===== src/rtl/pwm_multichannel_pkg.sv =====
// rtl/pwm_multichannel_pkg.sv - shared mode enum and default parameters for the PWM block
package pwm_multichannel_pkg;

    typedef enum logic {
        PWM_EDGE   = 1'b0,
        PWM_CENTER = 1'b1
    } pwm_mode_e;

    localparam int DEF_NUM_CH  = 16;
    localparam int DEF_CNT_W   = 8;
    localparam int DEF_PRESC_W = 8;

endpackage


===== src/rtl/pwm_timebase.sv =====
// rtl/pwm_timebase.sv - prescaler, up/up-down counter and period boundary generation
module pwm_timebase
    import pwm_multichannel_pkg::*;
#(
    parameter int CNT_W   = DEF_CNT_W,
    parameter int PRESC_W = DEF_PRESC_W
)
(
    input  logic               clk,
    input  logic               rst,
    input  logic [CNT_W-1:0]   period,
    input  logic [PRESC_W-1:0] prescale,
    input  logic               center_mode,
    output logic [CNT_W-1:0]   count,
    output logic               boundary,
    output logic               period_start
);

    logic [PRESC_W-1:0] presc_cnt;
    logic [CNT_W-1:0]   period_act;
    logic [CNT_W-1:0]   count_next;
    pwm_mode_e          mode_act;
    logic               dir_down;
    logic               dir_down_next;
    logic               tick;

    // >= rather than == so a prescale lowered below the running count wraps at once
    assign tick = (presc_cnt >= prescale);

    always_comb begin
        count_next    = count;
        dir_down_next = dir_down;
        if (period_act == '0) begin
            count_next    = '0;
            dir_down_next = 1'b0;
        end else if (mode_act == PWM_EDGE) begin
            count_next    = (count >= period_act) ? '0 : count + 1'b1;
            dir_down_next = 1'b0;
        end else if (dir_down || (count >= period_act)) begin
            count_next    = count - 1'b1;
            dir_down_next = (count != CNT_W'(1));
        end else begin
            count_next    = count + 1'b1;
        end
    end

    assign boundary = tick && (count_next == '0);

    always_ff @(posedge clk or posedge rst) begin
        if (rst) begin
            presc_cnt    <= '0;
            count        <= '0;
            dir_down     <= 1'b0;
            period_act   <= '0;
            mode_act     <= PWM_EDGE;
            period_start <= 1'b0;
        end else begin
            presc_cnt    <= tick ? '0 : presc_cnt + 1'b1;
            period_start <= boundary;
            if (tick) begin
                count    <= count_next;
                dir_down <= dir_down_next;
                if (boundary) begin
                    period_act <= period;
                    mode_act   <= pwm_mode_e'(center_mode);
                    dir_down   <= 1'b0;
                end
            end
        end
    end

endmodule


===== src/rtl/pwm_multichannel.sv =====
// rtl/pwm_multichannel.sv - multichannel PWM with shadowed duty registers and shared timebase
module pwm_multichannel
    import pwm_multichannel_pkg::*;
#(
    parameter int NUM_CH  = DEF_NUM_CH,
    parameter int CNT_W   = DEF_CNT_W,
    parameter int PRESC_W = DEF_PRESC_W,
    localparam int CH_W   = (NUM_CH > 1) ? $clog2(NUM_CH) : 1
)
(
    input  logic               clk,
    input  logic               rst,
    input  logic [NUM_CH-1:0]  en_out,
    input  logic [NUM_CH-1:0]  en_pwm,
    input  logic               duty_wr_en,
    input  logic [CH_W-1:0]    duty_wr_ch,
    input  logic [CNT_W-1:0]   duty_wr_data,
    input  logic [CNT_W-1:0]   period,
    input  logic [PRESC_W-1:0] prescale,
    input  logic               center_mode,
    output logic [NUM_CH-1:0]  out,
    output logic               period_start
);

    logic [CNT_W-1:0]  shadow   [NUM_CH];
    logic [CNT_W-1:0]  duty_act [NUM_CH];
    logic [CNT_W-1:0]  count;
    logic              boundary;
    logic [NUM_CH-1:0] pwm_raw;

    pwm_timebase #(
        .CNT_W   (CNT_W),
        .PRESC_W (PRESC_W)
    ) u_timebase (
        .clk          (clk),
        .rst          (rst),
        .period       (period),
        .prescale     (prescale),
        .center_mode  (center_mode),
        .count        (count),
        .boundary     (boundary),
        .period_start (period_start)
    );

    always_comb begin
        pwm_raw = '0;
        for (int i = 0; i < NUM_CH; i++) begin
            pwm_raw[i] = (count < duty_act[i]);
        end
    end

    // Active duties latch the pre-write shadow, so a write on the boundary waits one more period
    always_ff @(posedge clk or posedge rst) begin
        if (rst) begin
            for (int i = 0; i < NUM_CH; i++) begin
                shadow[i]   <= '0;
                duty_act[i] <= '0;
            end
            out <= '0;
        end else begin
            if (boundary) begin
                for (int i = 0; i < NUM_CH; i++) begin
                    duty_act[i] <= shadow[i];
                end
            end
            if (duty_wr_en && (32'(duty_wr_ch) < NUM_CH)) begin
                shadow[duty_wr_ch] <= duty_wr_data;
            end
            out <= en_out & (~en_pwm | pwm_raw);
        end
    end

endmodule


===== config.mk =====
export PLATFORM = sky130hd
export DESIGN_NAME = pwm_multichannel
export DESIGN_NICKNAME = d
export VERILOG_FILES = /design/src/rtl/pwm_multichannel_pkg.sv /design/src/rtl/pwm_timebase.sv /design/src/rtl/pwm_multichannel.sv
export SDC_FILE = /design/constraint.sdc
export NUM_CORES = 1
export LEC_CHECK = 0
export CAP_MARGIN = 20
export CORE_UTILIZATION = 40
export DETAILED_ROUTE_END_ITERATION = 6
export GPL_ROUTABILITY_DRIVEN = 0
export SLEW_MARGIN = 5
export SYNTH_ARGS = -nofsm -noshare
export SYNTH_HDL_FRONTEND = slang
export SYNTH_HIERARCHICAL = 1
export SYNTH_SLANG_ARGS = --single-unit

===== constraint.sdc =====
create_clock -name clk -period 16.6 [get_ports clk]
set_input_delay 3.32 -clock clk [delete_from_list [all_inputs] [get_ports clk]]
set_output_delay 3.32 -clock clk [all_outputs]
set_load 0.01 [all_outputs]

## After elaboration in Yosys (flattened, before gate mapping)

Cells that the tools add are included.
W data, S select, Z words.

| operators by class | value |
|---|---|
| bitwise gates (word level) | 4 |
| reduce and logical (&&, ||, !) cells | 7 |
| muxes and demuxes | 12 |
| order comparisons | 20 |
| $add $sub $neg | 3 |
| equality and inequality tests | 2 |

Operators by type and width:

| cell | number |
|---|---|
| $bwmux W128 | 1 |
| $lt A8 B8 Y1 | 16 |
| $mux W8 | 6 |
| $demux W8 S4 | 1 |
| $add A8 B1 Y8 const B | 2 |
| $and A16 B16 Y16 | 1 |
| $ge A8 B8 Y1 | 2 |
| $logic_not A8 Y1 | 2 |
| $not A16 Y16 | 1 |
| $or A16 B16 Y16 | 1 |
| $ne A8 B1 Y1 const B | 1 |
| $sub A8 B1 Y8 const B | 1 |
| $ge A5 B5 Y1 const B | 1 |
| $lt A5 B1 Y1 const B | 1 |
| $not A4 Y5 | 1 |
| $mux W1 | 4 |
| $ne A4 B3 Y1 const B | 1 |
| $reduce_and A2 Y1 | 2 |
| $logic_and A1 B1 Y1 | 2 |
| $logic_or A1 B1 Y1 | 1 |

| word-level totals | value |
|---|---|
| bits in registers | 299 |

## Depth between registers and ports, before layout

| depth | value |
|---|---|
| depth after elaboration | 9 |
| gate-level depth with buffers | 17 |
| mapped depth without buffers | 12 |

## By module

The synthesis kept the hierarchy.

By module, submodules not included:

| module | sequential area each (um^2) | area an instance (um^2) | instances | cells an instance |
|---|---|---|---|---|
| pwm_multichannel | 6806.5 | 12555.8 | 1 | 1091 |
| pwm_timebase | 675.6 | 2297.2 | 1 | 280 |

## Worst setup path after synthesis

Ideal clock, no wire load.

| timing path | value |
|---|---|
| path type | input to register |
| start | input port prescale[4] |
| end | register duty_act[104] in the netlist's numbering |
| setup time | 125 ps |
| data arrival time | 5296 ps |
| cell stages on the path | 11 |
| path buffers | 3 |
| path slack | 11180 ps |
| cells stage by stage | inv_1 ha_1 o2111ai_1 a21oi_1 o21a_1 nand3_1 buf_2 nor2_1 clkbuf_1 clkbuf_1 mux2_2 |

| between the ends | value |
|---|---|
| word-level cells in the longest chain between the ends | 2 |

RTL lines:

| element | RTL line | RTL |
|---|---|---|
| start: declaration | pwm_multichannel.sv:19 | `input logic [PRESC_W-1:0] prescale,` |
| $ge A8 B8 Y1 | pwm_timebase.sv:28 | `assign tick = (presc_cnt >= prescale);` |
| $logic_and A1 B1 Y1 | pwm_timebase.sv:47 | `assign boundary = tick && (count_next == '0);` |
| via boundary | pwm_multichannel.sv:28 | `logic boundary;` |
| end signal: indexed assignment | pwm_multichannel.sv:63 | `duty_act[i] <= shadow[i];` |
| end: declaration | pwm_multichannel.sv:26 | `logic [CNT_W-1:0] duty_act [NUM_CH];` |

The timed path passes the listed nets, and every way through them passes these cells.
A chain may end at the register's enable or synchronous reset.

## Worst setup path in the final report

| timing path | value |
|---|---|
| start | input port prescale[4] |
| end | register duty_act[0] in the netlist's numbering |

Same word-level chain as after synthesis.

==> metrics.md <==
| Metric | Value |
|---|---|
| DR pass1 iterations | `4` |
| Largest family of logic cells by synthesized area | `compound AO/OA/AOI/OAI gates` |
| Clk Latency, worst-skew pair | `0.52 ns` |
| Outcome | `complete, no violations` |
| Syn-to-layout area delta | `16.97%` |
| Crit path buf inv count | `3` |
| Placed Cells | `1878` |
| Final hold viol count | `0` |
| Final Setup Violations | `0` |
| Worst path top cell family by delay | `buffers and inverters` |
| RSZ-0062 raised after global routing | `false` |
| Nets@finish | `approximately 1600` |
| Critical path type | `in2reg` |
| CP Data Arrival Time | `7.48 ns` |
| Final critical-path required period | `7.095 ns` |
| Share of cells above drive strength 1 | `16.32%` |
| Netlist cell types | `61` |
| Dpl hpwl | `20.25 mm` |
| Setup_tns | `0 ns` |
| Antenna-violating nets left | `0` |
| Critical Path RT | `16.99 ns` |
| CP Cell Sequence | `clkdlybuf4s50_1 -> inv_1 -> ha_1 -> o2111ai_1 -> a21oi_1 -> o21a_1 -> nand3_1 -> nor2_4 -> buf_4 -> mux2_2` |
| Row count | `70` |
| Worst min path class | `reg2reg` |
| Grt ovf | `0` |
| Wire length per cell | `between 15 and 20 um` |
| Via density | `roughly 5.2` |
| CTS H-tree depth | `2` |
| Synth Area in Compound Gates | `12.44%` |
| Inserted Diodes | `0` |
| Critical path peak fanout | `116` |
| Critical path startpoint category | `input pin` |
| Die H | `between 150 and 200 um` |
| Adder-cell share of the synthesized area | `between 10% and 20%` |
| Drt total wl | `33.34 mm` |
| Util after Layout | `47.46%` |
| CTS Buffer Depth | `3` |
| Total Power | `~2.5 mW` |
| Worst Setup Slack, final | `between 9 and 10 ns` |
| Simple-Gate Fraction of Synth Area | `9.308%` |
| Die ar. | `37910 um2` |
| Post-CTS Setup Inserts | `0` |
| Pins Over Slew Limit | `0` |
| Cell Area, Synth | `14850 um2` |
| Pin count of the biggest net entering global routing | `140` |
| Number of synthesized flops with an enable pin | `0` |
| CTS tree | `done` |
| Most frequent cells in the layout | `dfrtp_1, nand2_1, mux2_2` |
| Mapped Avg Cell Area | `10.83 um2` |
| Clk sink count | `299` |
| Synth warnings | `6` |
| VDD IR max | `around 0.063 mV` |
| Initial core utilization | `~41%` |
| DRC | `0` |
| Initial antenna violation count | `0` |
| Maxcap violations | `0` |
| Pleak | `8.501 nW` |
| Synth Register Bits | `299` |
| Port bufs | `80` |
| Relative slew slack | `about 29%` |
| FFs w/ async S/R, synth | `100.0%` |
| Most used DFF post-synth | `dfrtp_1` |
| Number of I/O pins | `just over 80` |
| FMAX | `approximately 0.14 GHz` |
| All-Layer GR Usage | `18.27%` |
| Register area share after synthesis | `50.37%` |
| Crit. End Element | `register` |
| Total number of vias | `10161` |
| FILL cells | `3381` |
| Vias in the first global route | `10187` |
| Cells after Synth | `1371` |
| Mux cell area share after synthesis | `about 11%` |
| Core Area | `36610 um2` |
| DR iter-0 viols | `608` |
| CTS resizes | `0` |
| Chip width | `194.7 um` |
| Pre-CTS setup slack | `9.003 ns` |
| Num CTS Buffers | `36` |
| Post-route clock period utilization | `42.74%` |
| Most common cell after layout, fill and taps aside | `dfrtp_1` |
| Critical Path Start | `prescale[4]` |
| Synth Area in XOR/XNOR | `0.3538%` |
| Worst slew pin tran | `1.063 ns` |
| Finished Layout Cells | `1939` |
| Pwr dens | `roughly 140 nW/um2` |
| CTS root buffer | `clkbuf_16` |
| Slowest cell delay on critical path | `0.88 ns` |
| Clock Pin Slew Worst Setup and Hold Paths | `0.06 ns` |
| Worst R2R Start | `u_timebase/count[0]` |
| Clock Skew | `0.01884 ns` |
| Worst Hold Launch | `shadow[121]` |
| Global-route wire length before repair | `roughly 55 mm` |
| Synth Net Count | `1567` |
| CP max-delay cell | `buf_4` |
| CTS Hold Bufs | `0` |
logic make-up (layout without fill, tap and decap cells):
family,after synthesis,in the layout
simple gates,300,300
flops,299,299
compound gates,287,287
buf+inv,200,300
mux,147,147
fa+ha+maj,132,132
xor+xnor,6,6
registers in the layout, indices dropped and copies added (netlist names):
name                     flops
u_timebase/count             8
u_timebase/period_start      1
u_timebase/dir_down          1
u_timebase/presc_cnt         8
shadow                     128
u_timebase/mode_act          1
duty_act                   128
u_timebase/period_act        8
out                         16
worst reg2reg max path: stages (launching register included):
cell and delay (ns):
dfrtp_1 0.32, buf_4 0.34, inv_1 0.27, ha_1 0.34
nand2b_4 0.13, a2111o_1 0.46, a311o_4 0.39, o221ai_1 0.20
nand2_1 0.12, or4_4 0.68, o21a_1 0.25, nor2_4 0.37
buf_4 0.88, mux2_2 0.49
stage by stage:
step           hold slack (ns)  cell area, um2
2_1_floorplan           0.4444           14850
3_3_place_gp            0.4522           16120
3_5_place_dp            0.4643           16150
4_1_cts                 0.4733           17370
5_1_grt                 0.4954           17370
6_report                0.4677           17370
worst paths after layout:
kind | end | slack, ns | cells after the start
max | duty_act[0] | 9.50 | 10
min | duty_act[121] | 0.47 | 2
max reg2reg | duty_act[0] | 11.24 | 13
min reg2reg | duty_act[121] | 0.47 | 2
max in group asynchronous | shadow[109] | 10.82 | 4
min in group asynchronous | u_timebase/period_act[3] | 3.34 | 2
report_power, final:
part / switching [mW] / internal [mW]
clock network: 0.302 / 0.507
logic: 0.397 / 0.291
registers: 0.0792 / 0.903
total: 0.778 / 1.70
layout make-up:
type	count	area, um2	share of cell area, %
clock inverters	10	152.6	0.8786
well taps	468	585.6	3.370
flip-flops and latches	299	7482	43.06
repair buffers	98	953.4	5.488
clock buffers	50	1065	6.128
inverters	142	540.5	3.111
multi-input cells	872	6595	37.96
Yosys cell counts, drive strengths merged (8+ instances only):
master   instances  area, um2
inv            142      533.0
a21oi           19      95.09
nand2b          21      138.9
o21ai          142      710.7
o21a            18      135.1
nand2          177      666.9
a31oi           17      106.4
o2111ai         19      166.4
and3            16      100.1
buf             25      126.4
nor2            38      165.1
dfrtp          299       7482
a21o            18      135.1
a221oi           9      78.83
mux2           145       1633
o311ai           8      70.06
nand3           11      55.05
clkbuf          33      123.9
ha             132       1652
a2111oi         19      185.2
routing by layer:
metal / GRT usage, % / vias up / part of all wire [%]
li1: - / 4934 / -
met1: 25.27 / 5014 / 48
met2: 29.87 / 169 / 46
met3: 2.672 / 44 / 3.7
met4: 4.997 / 0 / 1.9
met5: 0 / - / 0
No activity file was read; power rests on OpenSTA's default activity.
